### src/rtl/mem_arbiter_pkg.sv
// Shared encodings for the two-port RAM arbiter: FSM state codes and port IDs.
package mem_arbiter_pkg;

    localparam logic [1:0] ARB_IDLE = 2'd0;
    localparam logic [1:0] ARB_ACC  = 2'd1;
    localparam logic [1:0] ARB_WAIT = 2'd2;
    localparam logic [1:0] ARB_DONE = 2'd3;

    // Port IDs double as bit positions in the request vector given to arb_rr2.
    localparam logic PORT_CPU = 1'b0;
    localparam logic PORT_LD  = 1'b1;

endpackage

### src/rtl/mem_arbiter_rr2.sv
// Two-way round-robin pick: a lone requester wins; on contention the port
// that did not win last time is chosen.
module arb_rr2
    import mem_arbiter_pkg::*;
(
    input  logic [1:0] req,
    input  logic       last,
    output logic       winner
);

    always_comb begin
        if (req[PORT_CPU] && req[PORT_LD]) begin
            winner = ~last;
        end else if (req[PORT_LD]) begin
            winner = PORT_LD;
        end else begin
            winner = PORT_CPU;
        end
    end

endmodule

### src/rtl/mem_arbiter.sv
// Arbitrates a CPU port and a loader port onto one single-port RAM with a
// fixed read latency of LAT cycles; one access in flight at a time.
module mem_arbiter
    import mem_arbiter_pkg::*;
#(
    parameter int LAT = 1
) (
    input  logic       clk,
    input  logic       reset,
    input  logic       cpu_req,
    input  logic       cpu_we,
    input  logic [7:0] cpu_addr,
    input  logic [7:0] cpu_wdata,
    output logic [7:0] cpu_rdata,
    output logic       cpu_ack,
    input  logic       ld_req,
    input  logic       ld_we,
    input  logic [7:0] ld_addr,
    input  logic [7:0] ld_wdata,
    output logic [7:0] ld_rdata,
    output logic       ld_ack,
    output logic [7:0] ram_addr,
    output logic [7:0] ram_wdata,
    output logic       ram_we,
    output logic       ram_re,
    input  logic [7:0] ram_rdata,
    output logic       busy
);

    localparam logic [1:0] WAIT_LAST = 2'(LAT - 1);

    logic [1:0] state_q, state_d;
    logic       owner_q, owner_d;
    logic       last_q, last_d;
    logic       we_q, we_d;
    logic [1:0] wait_cnt_q, wait_cnt_d;
    logic [7:0] ram_addr_q, ram_addr_d;
    logic [7:0] ram_wdata_q, ram_wdata_d;
    logic [7:0] cpu_rdata_q, cpu_rdata_d;
    logic [7:0] ld_rdata_q, ld_rdata_d;
    logic       winner;

    arb_rr2 u_rr2 (
        .req    ({ld_req, cpu_req}),
        .last   (last_q),
        .winner (winner)
    );

    always_comb begin
        // NOTE: every next-state signal defaults to its current value so that
        // no path through the case statement leaves one unassigned (no latches).
        state_d     = state_q;
        owner_d     = owner_q;
        last_d      = last_q;
        we_d        = we_q;
        wait_cnt_d  = wait_cnt_q;
        ram_addr_d  = ram_addr_q;
        ram_wdata_d = ram_wdata_q;
        cpu_rdata_d = cpu_rdata_q;
        ld_rdata_d  = ld_rdata_q;

        case (state_q)
            ARB_IDLE: begin
                if (cpu_req || ld_req) begin
                    owner_d = winner;
                    last_d  = winner;
                    state_d = ARB_ACC;
                    if (winner == PORT_CPU) begin
                        we_d        = cpu_we;
                        ram_addr_d  = cpu_addr;
                        ram_wdata_d = cpu_wdata;
                    end else begin
                        we_d        = ld_we;
                        ram_addr_d  = ld_addr;
                        ram_wdata_d = ld_wdata;
                    end
                end
            end
            ARB_ACC: begin
                wait_cnt_d = 2'd0;
                state_d    = we_q ? ARB_DONE : ARB_WAIT;
            end
            ARB_WAIT: begin
                if (wait_cnt_q == WAIT_LAST) begin
                    state_d = ARB_DONE;
                    if (owner_q == PORT_CPU) begin
                        cpu_rdata_d = ram_rdata;
                    end else begin
                        ld_rdata_d = ram_rdata;
                    end
                end else begin
                    wait_cnt_d = wait_cnt_q + 2'd1;
                end
            end
            default: state_d = ARB_IDLE;
        endcase
    end

    // NOTE: state is updated only with non-blocking assignments so every
    // register samples the same pre-edge values.
    always_ff @(posedge clk or negedge reset) begin
        if (!reset) begin
            state_q     <= ARB_IDLE;
            owner_q     <= PORT_CPU;
            last_q      <= PORT_LD;
            we_q        <= 1'b0;
            wait_cnt_q  <= 2'd0;
            ram_addr_q  <= 8'h00;
            ram_wdata_q <= 8'h00;
            cpu_rdata_q <= 8'h00;
            ld_rdata_q  <= 8'h00;
        end else begin
            state_q     <= state_d;
            owner_q     <= owner_d;
            last_q      <= last_d;
            we_q        <= we_d;
            wait_cnt_q  <= wait_cnt_d;
            ram_addr_q  <= ram_addr_d;
            ram_wdata_q <= ram_wdata_d;
            cpu_rdata_q <= cpu_rdata_d;
            ld_rdata_q  <= ld_rdata_d;
        end
    end

    assign ram_we    = (state_q == ARB_ACC) && we_q;
    assign ram_re    = (state_q == ARB_ACC) && !we_q;
    assign ram_addr  = ram_addr_q;
    assign ram_wdata = ram_wdata_q;
    assign cpu_ack   = (state_q == ARB_DONE) && (owner_q == PORT_CPU);
    assign ld_ack    = (state_q == ARB_DONE) && (owner_q == PORT_LD);
    assign cpu_rdata = cpu_rdata_q;
    assign ld_rdata  = ld_rdata_q;
    assign busy      = (state_q != ARB_IDLE);

endmodule

### config.mk
export PLATFORM = sky130hd
export DESIGN_NAME = mem_arbiter
export DESIGN_NICKNAME = d
export VERILOG_FILES = /design/src/rtl/mem_arbiter_pkg.sv /design/src/rtl/mem_arbiter_rr2.sv /design/src/rtl/mem_arbiter.sv
export SDC_FILE = /design/constraint.sdc
export NUM_CORES = 1
export LEC_CHECK = 0
export ABC_AREA = 1
export BUFFER_PORTS_ARGS = -buffer_cell sky130_fd_sc_hd__buf_2
export CORE_ASPECT_RATIO = 0.5
export CORE_UTILIZATION = 25
export DETAILED_ROUTE_END_ITERATION = 6
export PLACE_DENSITY = 0.6
export SLEW_MARGIN = 20
export SYNTH_ARGS = -nofsm -noshare
export SYNTH_HDL_FRONTEND = slang
export SYNTH_SLANG_ARGS = --single-unit
### constraint.sdc
create_clock -name clk -period 1.4 [get_ports clk]
set_input_delay 0.28 -clock clk [delete_from_list [all_inputs] [get_ports clk]]
set_output_delay 0.28 -clock clk [all_outputs]
set_load 0.05 [all_outputs]
### Yosys cells after proc, flatten, opt, wreduce, memory -nomap -nowiden

Cells that the tools add are included.

| storage, ports and cells | value |
|---|---|
| register bits after elaboration | 39 |
| input bits | 46 |
| logic and storage cells | 45 |

| cells by class | value |
|---|---|
| add/sub/neg operators | 1 |
| eq/ne operators | 6 |
| multiplexer cells | 11 |
| bitwise operators | 2 |
| reduce and logical (&&, ||, !) cells | 16 |

Operators with widths:

| kind | count |
|---|---|
| $mux W8 | 2 |
| $mux W2 | 3 |
| $ne A2 B2 Y1 const B | 3 |
| $pmux W2 S3 | 1 |
| $reduce_and A2 Y1 | 3 |
| $reduce_and A3 Y1 | 2 |
| $logic_and A1 B1 Y1 | 5 |
| $eq A2 B2 Y1 const B | 2 |
| $logic_not A2 Y1 | 2 |
| $mux W1 | 4 |
| $pmux W2 S2 | 1 |
| $reduce_bool A2 Y1 | 2 |
| $add A2 B1 Y2 const B | 1 |
| $eq A2 B1 Y1 const B | 1 |
| $not A1 Y1 | 2 |
| $logic_not A1 Y1 | 1 |
| $logic_or A1 B1 Y1 | 1 |

### Depth between registers and ports, before layout

| depth | value |
|---|---|
| depth after elaboration | 3 |
| depth in mapped cells | 8 |
| depth with buffers taken out | 7 |

### By module

A second synthesis with hierarchy kept.

| second synthesis, totals | value |
|---|---|
| cells, all modules | 241 |
| area total of the unflattened synthesis | 2,008.2 um2 |

By module, submodules not included:

| module | instances | cells each | area each (um2) | sequential area each (um2) |
|---|---|---|---|---|
| mem_arbiter | 1 | 239 | 1,995.7 | 977.2 |
| arb_rr2 | 1 | 2 | 12.5 | 0.0 |

### Least setup slack after synthesis

OpenSTA, ideal clock, no wires.

| timing | value |
|---|---|
| path kind | reg-to-output |
| start | reg state_q[1] |
| end | out ram_re |
| data arrival time | 1.301 ns |
| data required time | 1.120 ns |
| path slack | -0.181 ns |
| cell stages (with the launch flop) | 5 |
| buffers on the path | 0 |
| cells stage by stage | dfrtp_1 > inv_1 > ha_1 > inv_1 > nor2_1 |

| between the ends | value |
|---|---|
| longest elaborated chain between the ends | 2 |

RTL lines:

| item | RTL line | source |
|---|---|---|
| start: declaration | mem_arbiter.sv:32 | `logic [1:0] state_q, state_d;` |
| start signal: assignment | mem_arbiter.sv:113 | `state_q <= state_d;` |
| $eq A2 B1 Y1 | mem_arbiter.sv:126 | `assign ram_re = (state_q == ARB_ACC) && !we_q;` |
| $logic_and A1 B1 Y1 | mem_arbiter.sv:126 |  |
| end: declaration | mem_arbiter.sv:25 | `output logic ram_re,` |

Every way passes these cells.

### Worst setup path in the final report

Ends and elaborated chain as after synthesis.

==> impl_metrics.py <==
metrics = {
    "outcome": {
        "run_status": "complete, but fails checks",
        "violations": "negative setup slack",
    },
    "floorplan": {
        "io_pins": 83,
        "core_um2": 7597,
        "rows": 22,
        "die-area_um2": 8525,
        "die_width_um": 129.6,
        "start_util_pct": 26.78,
        "die_y_um": 65.79,
    },
    "synth": {
        "synth_top_family_by_area": "simple AND/OR/NAND/NOR gates",
        "synth_seq_cells": 39,
        "synth_adder_area_share_pct": 3.075,
        "synthesis.nets": 290,
        "synth_compound_area_share_pct": 5.412,
        "synth-simple-area-share_pct": 33.21,
        "syn_area_um2": 2034,
        "synth.area.mux_share_pct": 0,
        "syn_avg_cell_area_um2": 8.512,
        "yosys.area_share.xor_xnor_pct": 0,
        "seq_area_frac_synth_pct": 48.03,
        "ys_types": 21,
        "synthCells": 239,
        "yosys_warnings": 0,
    },
    "worst_setup_path": {
        "arrival_ns": 1.22,
        "r2r_slack_ns": -0.01,
        "startpoint_type": "flop",
        "ff2ff_path_depth": 7,
        "critPathSlowestCell": "dfrtp_1",
        "max_stage_delay_ns": 0.42,
        "worstSetupPathType": "reg2out",
        "cp_max_fo": 4,
        "cp_top_family": "flip-flops",
        "crit_top_cell": "inv_2",
        "cp.required_ns": 1.12,
        "cp-end-kind": "output pin",
        "worstPathCellList": "inv_2 > ha_4 > inv_2 > nor2_4 > buf_8",
        "critical_path_buf_inv_count": 3,
        "worst-path-stages": 5,
    },
    "clock_tree": {
        "clock_latency_ns": 0.27,
        "cts_tree": "built",
        "cts_made_buffers": 5,
        "clockBufferDepth": 2,
        "cts.clk_slew.worst_paths_ns": 0.06,
        "root_buffer": "clkbuf_16",
        "clock_sinks": 39,
        "cts_max_level": 2,
    },
    "route": {
        "drtAntennaViolNets": 0,
        "vias_per_cell": 4.048,
        "vias": 1765,
        "drt_iter0_drc": 38,
        "wire_per_inst_um": 11.02,
        "dr.pass1.iters": 4,
        "wl_um": 4804,
        "drc": 0,
    },
    "finish": {
        "drive_gt1_share_pct": 41.46,
        "nets": 378,
        "final_cells": 436,
        "diodes": 0,
        "area.growth.synth_to_final_pct": 40.53,
        "final_area_um2": 2859,
    },
    "timing": {
        "slew_headroom_pct": 77.18,
        "fmax_mhz": 666.4,
        "hold_violations": 0,
        "layout_min_cycle_time_ns": 1.501,
        "rsz0062_at_grt": "yes",
        "hold_slack_ns": 0.2640,
        "setup_viol": 6,
        "worst_pin_slew_ns": 0.3412,
        "min_period_over_period_pct": 107.2,
        "skew_ns": 0.002799,
        "drv_slew": 0,
        "setup_slack_ns": -0.1006,
    },
    "pwr": {
        "power_mw": 7.612,
        "p_per_area_nw_per_um2": 2662,
        "comb_power_share_pct": 56.3,
        "p_int_mw": 3.705,
        "p_clk_share_pct": 16.7,
        "seq_power_share_pct": 27.0,
        "p_sw_mw": 3.906,
        "leakage_nw": 1.547,
        "vdd_drop_max_mv": 0.8960,
        "p_sw_share_pct": 51.32,
    },
    "grt": {
        "grt_pass1_vias": 1726,
        "grt_use_total_pct": 11.80,
        "grt_start_max_net_pins": 28,
        "antenna_found_initial": 0,
        "grt-ovfl-total": 0,
        "grt_pass1_wl_um": 7803,
    },
    "place": {
        "dpl_cell_area_um2": 2599,
        "gp_congestion": 0.7536,
        "dp.cells": 427,
        "hpwl_um": 3670,
        "numPortBuffers": 82,
    },
    "min_path": {
        "min_path_type": "in2reg",
        "min_path_cells": 3,
    },
    "job": {
        "cap_violations": 0,
    },
}
-- cells by family (layout without fill, tap and decap cells) --
| kind of cell | count (synthesis) | in the layout |
|---|---|---|
| simple gates | 127 | 127 |
| buf+inv | 46 | 135 |
| compound gates | 22 | 22 |
| fa+ha+maj | 5 | 5 |
| flops | 39 | 39 |
-- routing by layer --
layer / track usage, % / vias to the layer above / wire length (um)
met1: 14.10 / 825 / 2196
li1: - / 916 / -
met2: 21.19 / 20 / 2404
met5: 0 / - / 0
met3: 2.346 / 4 / 157
met4: 4.360 / 0 / 46
-- what timing repair did --
item	4_1_cts	5_1_grt
pin swaps	1	1
setup buffers	0	0
endpoints found under the hold margin	12	0
resized for setup	20	5
endpoints found under the setup margin	12	24
hold buffers	1	0
-- sequential cells by signal (all words and copies together), names as in the netlist --
name,flops
ld_rdata,8
ram_addr,8
state_q,2
we_q,1
cpu_rdata,8
owner_q,1
wait_cnt_q,2
ram_wdata,8
last_q,1
-- worst register-to-register path: cells and delay by family (launching register included) --
kind,cells,cell delay [ns]
flops,1,0.44
fa+ha+maj,1,0.34
buf+inv,2,0.14
compound gates,1,0.06
simple gates,3,0.31
-- synthesized netlist by cell type --
| master | instances | share of area [%] |
|---|---|---|
| dfstp_2 | 1 | 1.3 |
| nor2_2 | 1 | 0.31 |
| buf_8 | 1 | 0.74 |
| inv_2 | 1 | 0.18 |
| nand2_1 | 71 | 13 |
| dfrtp_1 | 38 | 47 |
| buf_4 | 2 | 0.74 |
| nor2_8 | 1 | 0.98 |
| buf_6 | 1 | 0.55 |
| nand3b_1 | 17 | 6.3 |
| inv_1 | 36 | 6.6 |
| ha_1 | 5 | 3.1 |
| a21oi_1 | 2 | 0.49 |
| nor2_1 | 4 | 0.74 |
| buf_2 | 4 | 0.98 |
| inv_6 | 1 | 0.43 |
| o21ai_0 | 17 | 4.2 |
| nand2_2 | 12 | 3.7 |
| nand3_2 | 12 | 5.9 |
| o21ai_1 | 3 | 0.74 |
| nand3_1 | 9 | 2.2 |
-- cell usage in the layout (no fill, tap or decap), types with 3 or more instances in the layout --
cell,instances
o21ai_0,17
dfrtp_1,37
nand2_2,13
buf_2,77
nand3b_1,17
buf_4,4
nand2_1,70
inv_1,32
nand3_1,9
buf_8,3
o21ai_1,3
clkbuf_16,5
nand3_2,10
inv_2,4
-- area by class of cell --
type                            instances  area (um^2)
Sequential cell                        39        978.4
Inverter                               38        150.1
Tap cell                              108        135.1
Clock inverter                          3        43.79
Timing Repair Buffer                   89        533.0
Clock buffer                            5        125.1
Multi-Input combinational cell        154        893.4
Fill cell                             793         4738
-- per-stage QoR --
step	setup TNS (ns)	setup slack, ns	utilization, %
after floorplan	0	0.006167	-
after global placement	0	0.05727	34.21
after detailed placement	-0.03049	-0.01052	34.21
after CTS	-0.5032	-0.1336	37.43
after global routing	-2.134	-0.1447	37.63
final	-0.4159	-0.1006	37.63
-- worst paths after layout --
check	from	endpoint
worst min-delay path	ram_rdata[5]	cpu_rdata[5]
worst max-delay path	state_q[1]	ram_re
worst max register to register	state_q[0]	state_q[0]
min in group asynchronous	reset	ram_wdata[0]
max in group asynchronous	reset	last_q
worst min register to register	ld_rdata[2]	ld_rdata[2]
-- power by group through the flow --
stage / Combinational [mW] / Sequential, mW / Clock, mW
final: 4.28 / 2.06 / 1.27
after global routing: 4.60 / 2.11 / 1.36
after CTS: 4.29 / 2.05 / 1.32
after detailed placement: 4.13 / 2.04 / 0
after global placement: 4.08 / 2.05 / 0
after floorplan: 1.55 / 3.61 / 0
(Power assumes the default switching activity.)
